--- config.mk ---
export PLATFORM = sky130hd
export DESIGN_NAME = pipeline_hazard_ctrl
export DESIGN_NICKNAME = d
export VERILOG_FILES = /design/src/rtl/hazard_pkg.sv /design/src/rtl/hazard_detect.sv /design/src/rtl/pipeline_hazard_ctrl.sv
export SDC_FILE = /design/constraint.sdc
export NUM_CORES = 1
export LEC_CHECK = 0
export ABC_AREA = 1
export CORE_MARGIN = 2
export CORE_UTILIZATION = 46
export CTS_CLUSTER_SIZE = 20
export DETAILED_ROUTE_END_ITERATION = 7
export GPL_TIMING_DRIVEN = 0
export HOLD_SLACK_MARGIN = 0.15
export PLACE_DENSITY = 0.95
export SETUP_SLACK_MARGIN = 0.4
export SYNTH_ARGS = -nofsm -noshare
export SYNTH_HDL_FRONTEND = slang
export SYNTH_SLANG_ARGS = --single-unit
export TNS_END_PERCENT = 1
--- constraint.sdc ---
create_clock -name clk -period 4.65 [get_ports clk]
set_clock_uncertainty 0.1 [all_clocks]
set_input_delay 0.6975 -clock clk [delete_from_list [all_inputs] [get_ports clk]]
set_output_delay 0.6975 -clock clk [all_outputs]
set_load 0.005 [all_outputs]
--- src/rtl/hazard_pkg.sv ---
// Shared hazard-control definitions: RV32 opcode constants, controller state type
// and register-usage decode helpers used by detection and forwarding logic.
package hazard_pkg;

  localparam int XLEN_DEF = 32;

  localparam logic [6:0] OP_LUI   = 7'b0110111;
  localparam logic [6:0] OP_AUIPC = 7'b0010111;
  localparam logic [6:0] OP_JAL   = 7'b1101111;
  localparam logic [6:0] OP_R     = 7'b0110011;
  localparam logic [6:0] OP_S     = 7'b0100011;
  localparam logic [6:0] OP_B     = 7'b1100011;

  typedef enum logic [2:0] {
    RUN,
    FLUSH,
    LOAD_STALL,
    MEM_WAIT,
    DBG_HALT
  } hz_state_t;

  function automatic logic op_uses_rs1(input logic [6:0] op);
    return !((op == OP_LUI) || (op == OP_AUIPC) || (op == OP_JAL));
  endfunction

  function automatic logic op_uses_rs2(input logic [6:0] op);
    return (op == OP_R) || (op == OP_S) || (op == OP_B);
  endfunction

endpackage

--- src/rtl/hazard_detect.sv ---
// Combinational source-register decode of the ID instruction and load-use compare
// against the EX destination register.
module hazard_detect
  import hazard_pkg::*;
#(
  parameter int XLEN = XLEN_DEF
) (
  input  logic [XLEN-1:0] instr_i,
  input  logic [4:0]      ex_rd_i,
  input  logic            ex_is_load_i,
  output logic            load_use_o
);

  logic [6:0] opcode;
  logic [4:0] rs1;
  logic [4:0] rs2;
  logic       uses_rs1;
  logic       uses_rs2;
  logic       unused_instr_bits;

  assign opcode   = instr_i[6:0];
  assign rs1      = instr_i[19:15];
  assign rs2      = instr_i[24:20];
  assign uses_rs1 = op_uses_rs1(opcode);
  assign uses_rs2 = op_uses_rs2(opcode);

  // x0 is hardwired to zero, so a load targeting it never creates a dependency
  assign load_use_o = ex_is_load_i && (ex_rd_i != 5'd0) &&
                      ((uses_rs1 && (rs1 == ex_rd_i)) ||
                       (uses_rs2 && (rs2 == ex_rd_i)));

  assign unused_instr_bits = ^{instr_i[XLEN-1:25], instr_i[14:7]};

endmodule

--- src/rtl/pipeline_hazard_ctrl.sv ---
// Halt/flush sequencer for the IF/ID and ID/EX registers (load-use, branch flush,
// memory freeze, debug park). Optional counters enabled by HAZARD_PERF_CNT_EN.
module pipeline_hazard_ctrl
  import hazard_pkg::*;
#(
  parameter int XLEN        = XLEN_DEF,
  parameter int LOAD_LAT    = 1,
  parameter int MEM_TIMEOUT = 64,
  parameter int CNT_W       = 32
) (
  input  logic            clk,
  input  logic            rst_n,
  input  logic [XLEN-1:0] id_instr,
  input  logic [4:0]      ex_rd,
  input  logic            ex_is_load,
  input  logic            ex_branch_taken,
  input  logic            mem_busy,
  input  logic            dbg_halt_req,
  input  logic            dbg_resume,
  output logic            halt_if,
  output logic            halt_id,
  output logic            flush_id,
  output logic            flush_ex,
  output logic            dbg_halted,
  output logic            mem_err
`ifdef HAZARD_PERF_CNT_EN
  ,
  output logic [CNT_W-1:0] stall_cycles,
  output logic [CNT_W-1:0] flush_events
`endif
);

  localparam logic [7:0] TIMEOUT_Q = 8'(MEM_TIMEOUT);
  localparam logic [2:0] STALL_INIT = 3'(LOAD_LAT - 1);

  hz_state_t  state_q, state_d;
  logic [2:0] stall_cnt_q, stall_cnt_d;
  logic [7:0] wait_cnt_q, wait_cnt_d;
  logic       mem_err_q, mem_err_d;
  logic       dbg_halted_q, dbg_halted_d;

  logic       load_use;
  logic       halt_c;
  logic       flush_id_c;
  logic       flush_ex_c;
  logic       branch_flush_c;

  hazard_detect #(
    .XLEN (XLEN)
  ) u_detect (
    .instr_i      (id_instr),
    .ex_rd_i      (ex_rd),
    .ex_is_load_i (ex_is_load),
    .load_use_o   (load_use)
  );

  always_comb begin
    state_d        = state_q;
    stall_cnt_d    = stall_cnt_q;
    wait_cnt_d     = wait_cnt_q;
    halt_c         = 1'b0;
    flush_id_c     = 1'b0;
    flush_ex_c     = 1'b0;
    branch_flush_c = 1'b0;

    case (state_q)
      // A cycle in MEM_WAIT without mem_busy behaves exactly like RUN
      RUN, MEM_WAIT: begin
        if (mem_busy) begin
          halt_c  = 1'b1;
          state_d = MEM_WAIT;
          if (state_q == RUN)
            wait_cnt_d = 8'd1;
          else if (wait_cnt_q != TIMEOUT_Q)
            wait_cnt_d = wait_cnt_q + 8'd1;
        end else begin
          wait_cnt_d = 8'd0;
          state_d    = RUN;
          if (ex_branch_taken) begin
            flush_id_c     = 1'b1;
            flush_ex_c     = 1'b1;
            branch_flush_c = 1'b1;
            state_d        = FLUSH;
          end else if (load_use) begin
            halt_c     = 1'b1;
            flush_ex_c = 1'b1;
            if (LOAD_LAT > 1) begin
              state_d     = LOAD_STALL;
              stall_cnt_d = STALL_INIT;
            end
          end else if (dbg_halt_req) begin
            halt_c  = 1'b1;
            state_d = DBG_HALT;
          end
        end
      end
      // Second flush cycle kills the wrong-path fetch already in flight
      FLUSH: begin
        flush_id_c = 1'b1;
        if (mem_busy) begin
          halt_c     = 1'b1;
          state_d    = MEM_WAIT;
          wait_cnt_d = 8'd1;
        end else begin
          state_d = RUN;
        end
      end
      LOAD_STALL: begin
        halt_c     = 1'b1;
        flush_ex_c = 1'b1;
        if (mem_busy) begin
          state_d     = MEM_WAIT;
          wait_cnt_d  = 8'd1;
          stall_cnt_d = 3'd0;
        end else begin
          stall_cnt_d = stall_cnt_q - 3'd1;
          if (stall_cnt_q == 3'd1)
            state_d = RUN;
        end
      end
      DBG_HALT: begin
        halt_c = 1'b1;
        if (dbg_resume)
          state_d = RUN;
      end
      default: begin
        state_d = RUN;
      end
    endcase

    mem_err_d    = mem_err_q | (wait_cnt_d == TIMEOUT_Q);
    dbg_halted_d = (state_d == DBG_HALT);
  end

  always_ff @(posedge clk or negedge rst_n) begin
    if (!rst_n) begin
      state_q      <= RUN;
      stall_cnt_q  <= 3'd0;
      wait_cnt_q   <= 8'd0;
      mem_err_q    <= 1'b0;
      dbg_halted_q <= 1'b0;
    end else begin
      state_q      <= state_d;
      stall_cnt_q  <= stall_cnt_d;
      wait_cnt_q   <= wait_cnt_d;
      mem_err_q    <= mem_err_d;
      dbg_halted_q <= dbg_halted_d;
    end
  end

  // Mealy outputs are gated so they read 0 the moment reset asserts
  assign halt_if    = rst_n & halt_c;
  assign halt_id    = rst_n & halt_c;
  assign flush_id   = rst_n & flush_id_c;
  assign flush_ex   = rst_n & flush_ex_c;
  assign dbg_halted = dbg_halted_q;
  assign mem_err    = mem_err_q;

`ifdef HAZARD_PERF_CNT_EN
  localparam logic [CNT_W-1:0] CNT_ONE = 1;

  logic [CNT_W-1:0] stall_cycles_q;
  logic [CNT_W-1:0] flush_events_q;

  always_ff @(posedge clk or negedge rst_n) begin
    if (!rst_n) begin
      stall_cycles_q <= '0;
      flush_events_q <= '0;
    end else begin
      if (halt_c)
        stall_cycles_q <= stall_cycles_q + CNT_ONE;
      if (branch_flush_c)
        flush_events_q <= flush_events_q + CNT_ONE;
    end
  end

  assign stall_cycles = stall_cycles_q;
  assign flush_events = flush_events_q;
`endif

endmodule

Yosys cells after proc, flatten, opt, wreduce, memory -nomap -nowiden

Index checks and enable logic that the tools add are counted.

Output and inout port bits: 6
Input bits: 44
Bits in registers: 16
Word-level logic and storage cells: 70

Reductions and logical operators: 15
Equal/unequal tests: 16
Multiplexer cells: 28
Bitwise gates (word level): 4
$add $sub $neg: 2

Operator list:

| operator                                                                 | number |
|---|---|
| 8-bit 2-to-1 mux                                                         | 4 |
| 3-bit 2-to-1 mux                                                         | 8 |
| 7-bit by 6-bit equality test with 1-bit output (second input constant)   | 3 |
| 8-bit one-hot mux with 2 select lines                                    | 1 |
| 7-bit equality test (second input constant)                              | 2 |
| 3-bit one-hot mux with 4 select lines                                    | 1 |
| 5-bit equality test                                                      | 2 |
| 1-bit 2-to-1 mux                                                         | 10 |
| 8-bit by 1-bit adder with 8-bit output (second input constant)           | 1 |
| 8-bit by 7-bit equality test with 1-bit output (second input constant)   | 1 |
| 8-bit by 7-bit inequality test with 1-bit output (second input constant) | 1 |
| 7-bit by 5-bit equality test with 1-bit output (second input constant)   | 1 |
| 3-bit by 1-bit equality test with 1-bit output (second input constant)   | 2 |
| 3-bit by 2-bit equality test with 1-bit output (second input constant)   | 2 |
| 3-bit equality test (second input constant)                              | 2 |
| 2-bit OR reduction                                                       | 3 |
| 1-bit logical OR                                                         | 5 |
| 5-bit nonzero test                                                       | 1 |
| 1-bit logical AND                                                        | 4 |
| 1-bit one-hot mux with 2 select lines                                    | 2 |
| 1-bit AND                                                                | 3 |
| 3-bit zero test                                                          | 1 |
| 1-bit one-hot mux with 3 select lines                                    | 1 |
| 3-bit by 1-bit subtractor with 3-bit output (second input constant)      | 1 |
| other kinds (3)                                                          | 3 |

Logic depth before layout (Yosys ltp)

Gate-level depths: netlist (run 1).

Depth after elaboration: 12
Mapped depth: 13
Mapped depth without buffers: 12

By module

From an unflattened synthesis (run 1), not the netlist that was laid out.

Cells, all modules: 217
Area, all modules: 1325.0 um2

Modules (own cells, without submodules):

| module               | sequential area each (um2) | instances | area each (um2) | cells each |
|---|---|---|---|---|
| pipeline_hazard_ctrl | 400.4                      | 1         | 1057.3          | 155 |
| hazard_detect        | 0.0                        | 1         | 267.8           | 62 |

Worst setup path after synthesis (run 1)

OpenSTA, ideal clock, no wires.

Kind: input to output
Start point: input id_instr[2]
End point: output halt_if
Stages: 10
Data required time: 3.853 ns
Path slack: 2.293 ns
Buffers on the path: 1
Arrival: 1.560 ns
Cells stage by stage: inv_1 > nand3_1 > nor3_1 > nand2_1 > nand2_1 > nand2_1 > nand2_1 > nand2_1 > a21oi_1 > buf_4

Longest elaborated chain between the ends: 12
Elaborated cells on any way between the ends: 20
Classes of those cells: 6 x eq/ne; 4 x mux; 1 x bitwise; 9 x reduce/logical

Ends and longest elaborated chain:

| what                                                                                                                    | line                       | source |
|---|---|---|
| start: declaration                                                                                                      | pipeline_hazard_ctrl.sv:13 | `input logic [XLEN-1:0] id_instr,` |
| 7-bit by 6-bit equality test with 1-bit output / 7-bit by 5-bit equality test with 1-bit output (equally long branches) | hazard_pkg.sv:23           | `return !((op == OP_LUI) \|\| (op == OP_AUIPC) \|\| (op == OP_JAL));` |
| 1-bit logical OR (2 in series)                                                                                          | hazard_pkg.sv:23           |  |
| 1-bit zero test                                                                                                         | hazard_pkg.sv:23           |  |
| 1-bit logical AND                                                                                                       | hazard_detect.sv:29        | `((uses_rs1 && (rs1 == ex_rd_i)) \|\|` |
| 1-bit logical OR (*)                                                                                                    | hazard_detect.sv:29        |  |
| 1-bit logical AND (*)                                                                                                   | hazard_detect.sv:28        | `assign load_use_o = ex_is_load_i && (ex_rd_i != 5'd0) &&` |
| 1-bit 2-to-1 mux (*)                                                                                                    | pipeline_hazard_ctrl.sv:84 | `end else if (load_use) begin` |
| 1-bit 2-to-1 mux (*)                                                                                                    | pipeline_hazard_ctrl.sv:79 | `if (ex_branch_taken) begin` |
| 1-bit 2-to-1 mux (*)                                                                                                    | pipeline_hazard_ctrl.sv:69 | `if (mem_busy) begin` |
| 1-bit one-hot mux with 3 select lines (*)                                                                               | pipeline_hazard_ctrl.sv:66 | `case (state_q)` |
| 1-bit AND (*)                                                                                                           | n/a                        |  |
| end: declaration                                                                                                        | pipeline_hazard_ctrl.sv:20 | `output logic halt_if,` |

Every way passes the cells marked *; elsewhere a longest branch is shown, timed or not.

Worst setup path in the final report (run 1)

Start point: input rst_n
End point: output halt_if

Longest elaborated chain between the ends: 1

Ends and longest elaborated chain:

| what               | line                        | source |
|---|---|---|
| start: declaration | pipeline_hazard_ctrl.sv:12  | `input logic rst_n,` |
| 1-bit AND          | pipeline_hazard_ctrl.sv:152 | `assign halt_if = rst_n & halt_c;` |

No other way between the ends.

==> impl_metrics.yaml, run 1 <==
outcome:
  status: "finished, final reports clean"
clock_network:
  cts_setup_buffers: 0
  hold_buffers: 0
  clock_latency_ps: 300
  cts.sinks: 16
  root_buffer: "clkbuf_4"
  ctsHtreeMaxLevel: 1
  cts_tree: "done"
  clockBufferDepth: 2
  cts_resized: 0
  numCtsBuffers: 3
  clkTransAtPathRegs_ps: 90
logic_synthesis:
  netlist_instances: 193
  synth-seq-cells: 16
  synth_nets: 241
  yosysWarnings: 0
  yosys.area.top_type: "dfrtp_1"
  synth_top_area_share_pct: 32.1
  synth-seq-area-share_pct: 32.1
  synth.area.top_cells: "dfrtp_1 32%, nand2_1 20%, inv_1 9.3%"
  syn-mean-instance-area_um2: 6.46
  synth_area_um2: 1250
  yosysUniqueCellTypes: 23
worst_setup_path:
  end_kind: "output port"
  crit_family: "buffers and inverters"
  cp-startpoint: "rst_n"
  cp_num_buf_inv: 3
  worst_path_most_repeated_cell: "clkdlybuf4s50_1"
  path_class: "in -> out"
  timing.rr.start: "state_q[2]"
  r2r_setup_slack_ps: 2830
  crit_path_top_delay_cell: "clkdlybuf4s50_1"
  required_ps: 3850
  slowest_delay_ps: 980
  reg2reg_depth: 8
  critPathCapture: "halt_if"
  start_kind: "primary input"
  critPathArrivalTime_ps: 2740
  cp_max_fo: 19
  path_cells: "clkdlybuf4s50_1, o21ai_0, a21oi_1, buf_4, clkdlybuf4s50_1"
  worstReg2RegEnd: "mem_err"
  crit_cells: 5
finish:
  post_layout_nonfiller_instances: 261
  layout_common_cells: "66 x nand2_1, 34 x clkdlybuf4s50_1, 31 x inv_1, 23 x nor2_1, 16 x dfrtp_1"
  antennaDiodeCount: 0
  nets: 280
  final_cell_area_um2: 1660
  final_common_cell: "nand2_1"
  area_growth_pct: 33.2
  drive_above_1_share_pct: 5.19
placed_design:
  place_area_um2: 1620
  routabilityCongestion: 0.819
  dp_slack_ps: 1060
  dp_cells: 257
  hpwlAfterDp_um: 2220
  port_buffers: 34
die:
  die_h_um: 56.1
  fp.coreArea_um2: 2520
  die-area_um2: 3140
  fp-row-count: 18
  io_pins: 50
  initial_core_util_pct: 49.4
  die_w_um: 56.1
route:
  drtPass1Iterations: 4
  routedWlPerCell_um: 10.3
  vias: 1290
  wl_um: 2690
  drt-initial-drc-count: 25
  drcViolationCount: 0
  via_per_inst: 4.94
  drtAntennaViolNets: 0
sta:
  slew_violations: 0
  min_period_ps: 3540
  finalCritPeriodShare_pct: 76.1
  max_slew_margin_pct: 46.9
  fin_setup_tns_ps: 0
  max_freq_mhz: 283
  worst_slack_ps: 1110
  hold_viol_final: 0
  rsz0062_at_grt: "no"
  worstMarginPinSlew_ps: 794
  holdWs_ps: 374
  finalSetupViolCount: 0
global_routing:
  grt_use_met2_pct: 34.8
  met1_usage_pct: 21.0
  grt_usage_pct: 19.1
  grt_pass1_wl_um: 4830
  busiest_layer: "met2"
  antenna_found_initial: 0
  grt_max_degree: 20
  grt_pass1_vias: 1247
  overflow: 0
  use_met3_pct: 2.79
power_and_ir_drop:
  power.density_nw_per_um2: 276
  ir_worst_vdd_uv: 227
  power.leakage_nw: 0.858
flow_run:
  maxCapViolations: 0
worst_hold_path:
  min_path_type: "reg -> reg"
  min_from: "mem_err"
[cells by family after synthesis]
kind of cell | Yosys count | synth area share, %
flops | 16 | 32.1
fa+ha+maj | 4 | 4.02
xor+xnor | 11 | 7.73
compound gates | 22 | 10.8
buf+inv | 33 | 10.2
simple gates | 107 | 35.0
[layer usage]
layer	routed length, µm	vias to the layer above
li1	-	674
met1	1090	574
met2	1370	37
met3	159	5
met4	72	0
met5	0	-
[state kept, by name (all words and copies together) (netlist names)]
register     count
state_q          3
mem_err          1
stall_cnt_q      3
wait_cnt_q       8
dbg_halted       1
[area by class of cell]
class / instances / area [µm²]
buffer: 1 / 7.51
tap: 30 / 37.5
timing repair buffer: 34 / 340
multi-input combinational: 144 / 718
inverter: 32 / 120
fill: 222 / 862
clock buffer: 4 / 36.3
sequential: 16 / 400
[worst min-delay path by stage]
stage	slack, ps	end	cells past startpoint
2_1_floorplan	300	dbg_halted	0
5_1_grt	400	mem_err	1
3_3_place_gp	360	mem_err	1
3_5_place_dp	360	mem_err	1
4_1_cts	380	mem_err	1
6_report	370	mem_err	1
[synth_stat cells (all sizes together)]
library cell	count
nand2	68
inv	32
nor2	23
dfrtp	16
nand3	12
o21ai	9
xnor2	8
a21oi	6
ha	4
o22ai	3
xor2	3
nand4	2
o21bai	2
a21boi	1
a22oi	1
buf	1
nand3b	1
nor3	1
[metrics by stage]
stage	total power [mW]	util, %
final	0.458	65.8
after global routing	0.496	65.8
after CTS	0.463	65.8
after detailed placement	0.366	64.4
after global placement	0.359	64.4
after floorplan	0.297	-
[power breakdown]
group	switching, mW	internal (mW)
Sequential	0.0215	0.161
Combinational	0.0950	0.0857
Clock	0.0469	0.0479
Note: power is estimated with default switching activity, not from simulation.
==> run 2: changes to the inputs <==
--- a/config.mk
+++ b/config.mk
@@ -7,12 +7,12 @@
 export LEC_CHECK = 0
 export ABC_AREA = 1
 export CORE_MARGIN = 2
-export CORE_UTILIZATION = 46
+export CORE_UTILIZATION = 39
 export CTS_CLUSTER_SIZE = 20
 export DETAILED_ROUTE_END_ITERATION = 7
 export GPL_TIMING_DRIVEN = 0
 export HOLD_SLACK_MARGIN = 0.15
-export PLACE_DENSITY = 0.95
+export PLACE_DENSITY = 0.88
 export SETUP_SLACK_MARGIN = 0.4
 export SYNTH_ARGS = -nofsm -noshare
 export SYNTH_HDL_FRONTEND = slang
==> constraint.sdc (replaced) <==
create_clock -name clk -period 2.9 [get_ports clk]
set_clock_uncertainty 0.1 [all_clocks]
set_input_delay 0.435 -clock clk [delete_from_list [all_inputs] [get_ports clk]]
set_output_delay 0.435 -clock clk [all_outputs]
set_load 0.005 [all_outputs]
==> run 2 against run 1 <==
Die area rose by 17%. Routed wire length fell by 4.3%. Via count fell by 1.9%. Clock power rose by 25%. Critical path type is now reg -> out. Critical endpoint is now flush_id. Largest power group unchanged. Highest routed layer unchanged.
==> impl_metrics.yaml, run 2 (synthesized netlist as in run 1, its figures left out) <==
route:
  routedWlPerCell_um: 9.38
  drtPass1Iterations: 4
  drt-initial-drc-count: 36
  wl_um: 2570
  via_per_inst: 4.62
  drtAntennaViolNets: 0
  drcViolationCount: 0
  vias: 1265
placed_design:
  place_area_um2: 1640
  port_buffers: 34
  dp_slack_ps: -128
  hpwlAfterDp_um: 2090
  routabilityCongestion: 0.878
finish:
  fill_cells: 321
  final_common_cell: "nand2_1"
  drive_above_1_share_pct: 5.65
  layout_common_cells: "66 x nand2_1, 31 x inv_1, 25 x clkdlybuf4s50_1, 22 x nor2_1, 16 x dfrtp_1"
  final_cell_area_um2: 1660
  largestRegisters: "wait_cnt_q x8, stall_cnt_q x3, state_q x3"
  regMostFlops: "wait_cnt_q"
  fin_util_pct: 54.5
  nets: 280
  largest_register_ffs: 8
  antennaDiodeCount: 0
  area_growth_pct: 33.4
sta:
  rsz0062_at_grt: "yes"
  worstMarginPinSlew_ps: 781
  worst_slack_ps: 322
  slew_violations: 0
  max_slew_margin_pct: 47.9
  max_freq_mhz: 388
  holdWs_ps: 220
  fin_setup_tns_ps: 0
  finalCritPeriodShare_pct: 88.9
  min_period_ps: 2580
  hold_viol_final: 0
  finalSetupViolCount: 0
worst_hold_path:
  min_path_type: "in -> async"
power_and_ir_drop:
  ir_worst_vdd_uv: 159
  power.leakage_nw: 0.877
  power.density_nw_per_um2: 413
die:
  die-area_um2: 3660
  fp-row-count: 20
  fp.coreArea_um2: 3050
  io_pins: 50
  die_w_um: 60.5
  die_h_um: 60.5
  initial_core_util_pct: 40.8
clock_network:
  cts_tree: "done"
  clockBufferDepth: 2
  ctsHtreeMaxLevel: 1
  hold_buffers: 0
  cts_setup_buffers: 0
  clock_latency_ps: 290
  clkTransAtPathRegs_ps: 90
  cts.sinks: 16
  numCtsBuffers: 3
  root_buffer: "clkbuf_4"
worst_setup_path:
  critPathArrivalTime_ps: 2040
  cp_max_fo: 5
  r2r_setup_slack_ps: 1170
  end_kind: "output port"
  required_ps: 2370
  path_class: "reg -> out"
  start_kind: "register"
global_routing:
  grt_pass1_wl_um: 4690
  overflow: 0
  grt_max_degree: 20
  grt_pass1_vias: 1204
  antenna_found_initial: 0
  grt_usage_pct: 16.9
outcome:
  status: "finished, final reports clean"
flow_run:
  maxCapViolations: 0
==> run 2: cell count changes in the layout (fill, tap and decap cells not counted), sizes merged <==
cell	previous run	this run
dlymetal6s2s	0	1
clkdlybuf4s50	34	25
dlygate4sd2	0	8
clkbuf	4	3
==> run 2: final timing paths <==
check	startpoint	end	cells after the start
worst max register to register	wait_cnt_q[0]	mem_err	10
worst min-delay path	rst_n	dbg_halted	1
worst min register to register	mem_err	mem_err	1
worst max-delay path	state_q[0]	flush_id	9
min in group clk	mem_err	mem_err	1
max in group asynchronous	rst_n	wait_cnt_q[7]	1
==> run 2: worst max-delay path, stage by stage, from the launching register on <==
cell             delay [ps]
dfrtp_1                 410
inv_1                    80
a21oi_1                 170
nand2_1                 170
nor2_2                  170
nand2_1                  60
nand2_1                  50
nand2_1                  40
inv_1                    80
clkdlybuf4s50_1         500
==> run 2: area by class of cell <==
| class | instances | area [µm²] | share of cell area, % |
|---|---|---|---|
| plain buffers | 1 | 7.51 | 0.451 |
| clock buffers | 3 | 22.5 | 1.35 |
| well taps | 44 | 55.1 | 3.31 |
| multi-input cells | 144 | 724 | 43.6 |
| flip-flops and latches | 16 | 400 | 24.1 |
| repair buffers | 34 | 333 | 20.0 |
| inverters | 32 | 120 | 7.22 |
==> run 2: power by group <==
part           switching (mW)  internal, mW
sequential             0.0324         0.258
clock                  0.0695        0.0483
combinational           0.148         0.131
total                   0.250         0.437
==> run 2: repair_timing <==
item                                   CTS  global route
pin swaps                                3             0
endpoints found under the hold margin    0             0
resized for setup                       10             2
setup endpoints to repair                4             4
==> run 2: metal layers <==
layer  vias up  global-route usage, %  part of all wire, %
li1        672                      -                    -
met2        32                   29.7                   50
met1       556                   20.5                   45
met5         -                      0                    0
met3         5                   2.56                  3.3
met4         0                   7.45                  1.9
==> run 2: through the flow <==
step / power (mW) / instances
2_1_floorplan: 0.476 / 193
5_1_grt: 0.751 / 274
6_report: 0.687 / 274
3_5_place_dp: 0.578 / 271
4_1_cts: 0.693 / 274
3_3_place_gp: 0.573 / 271
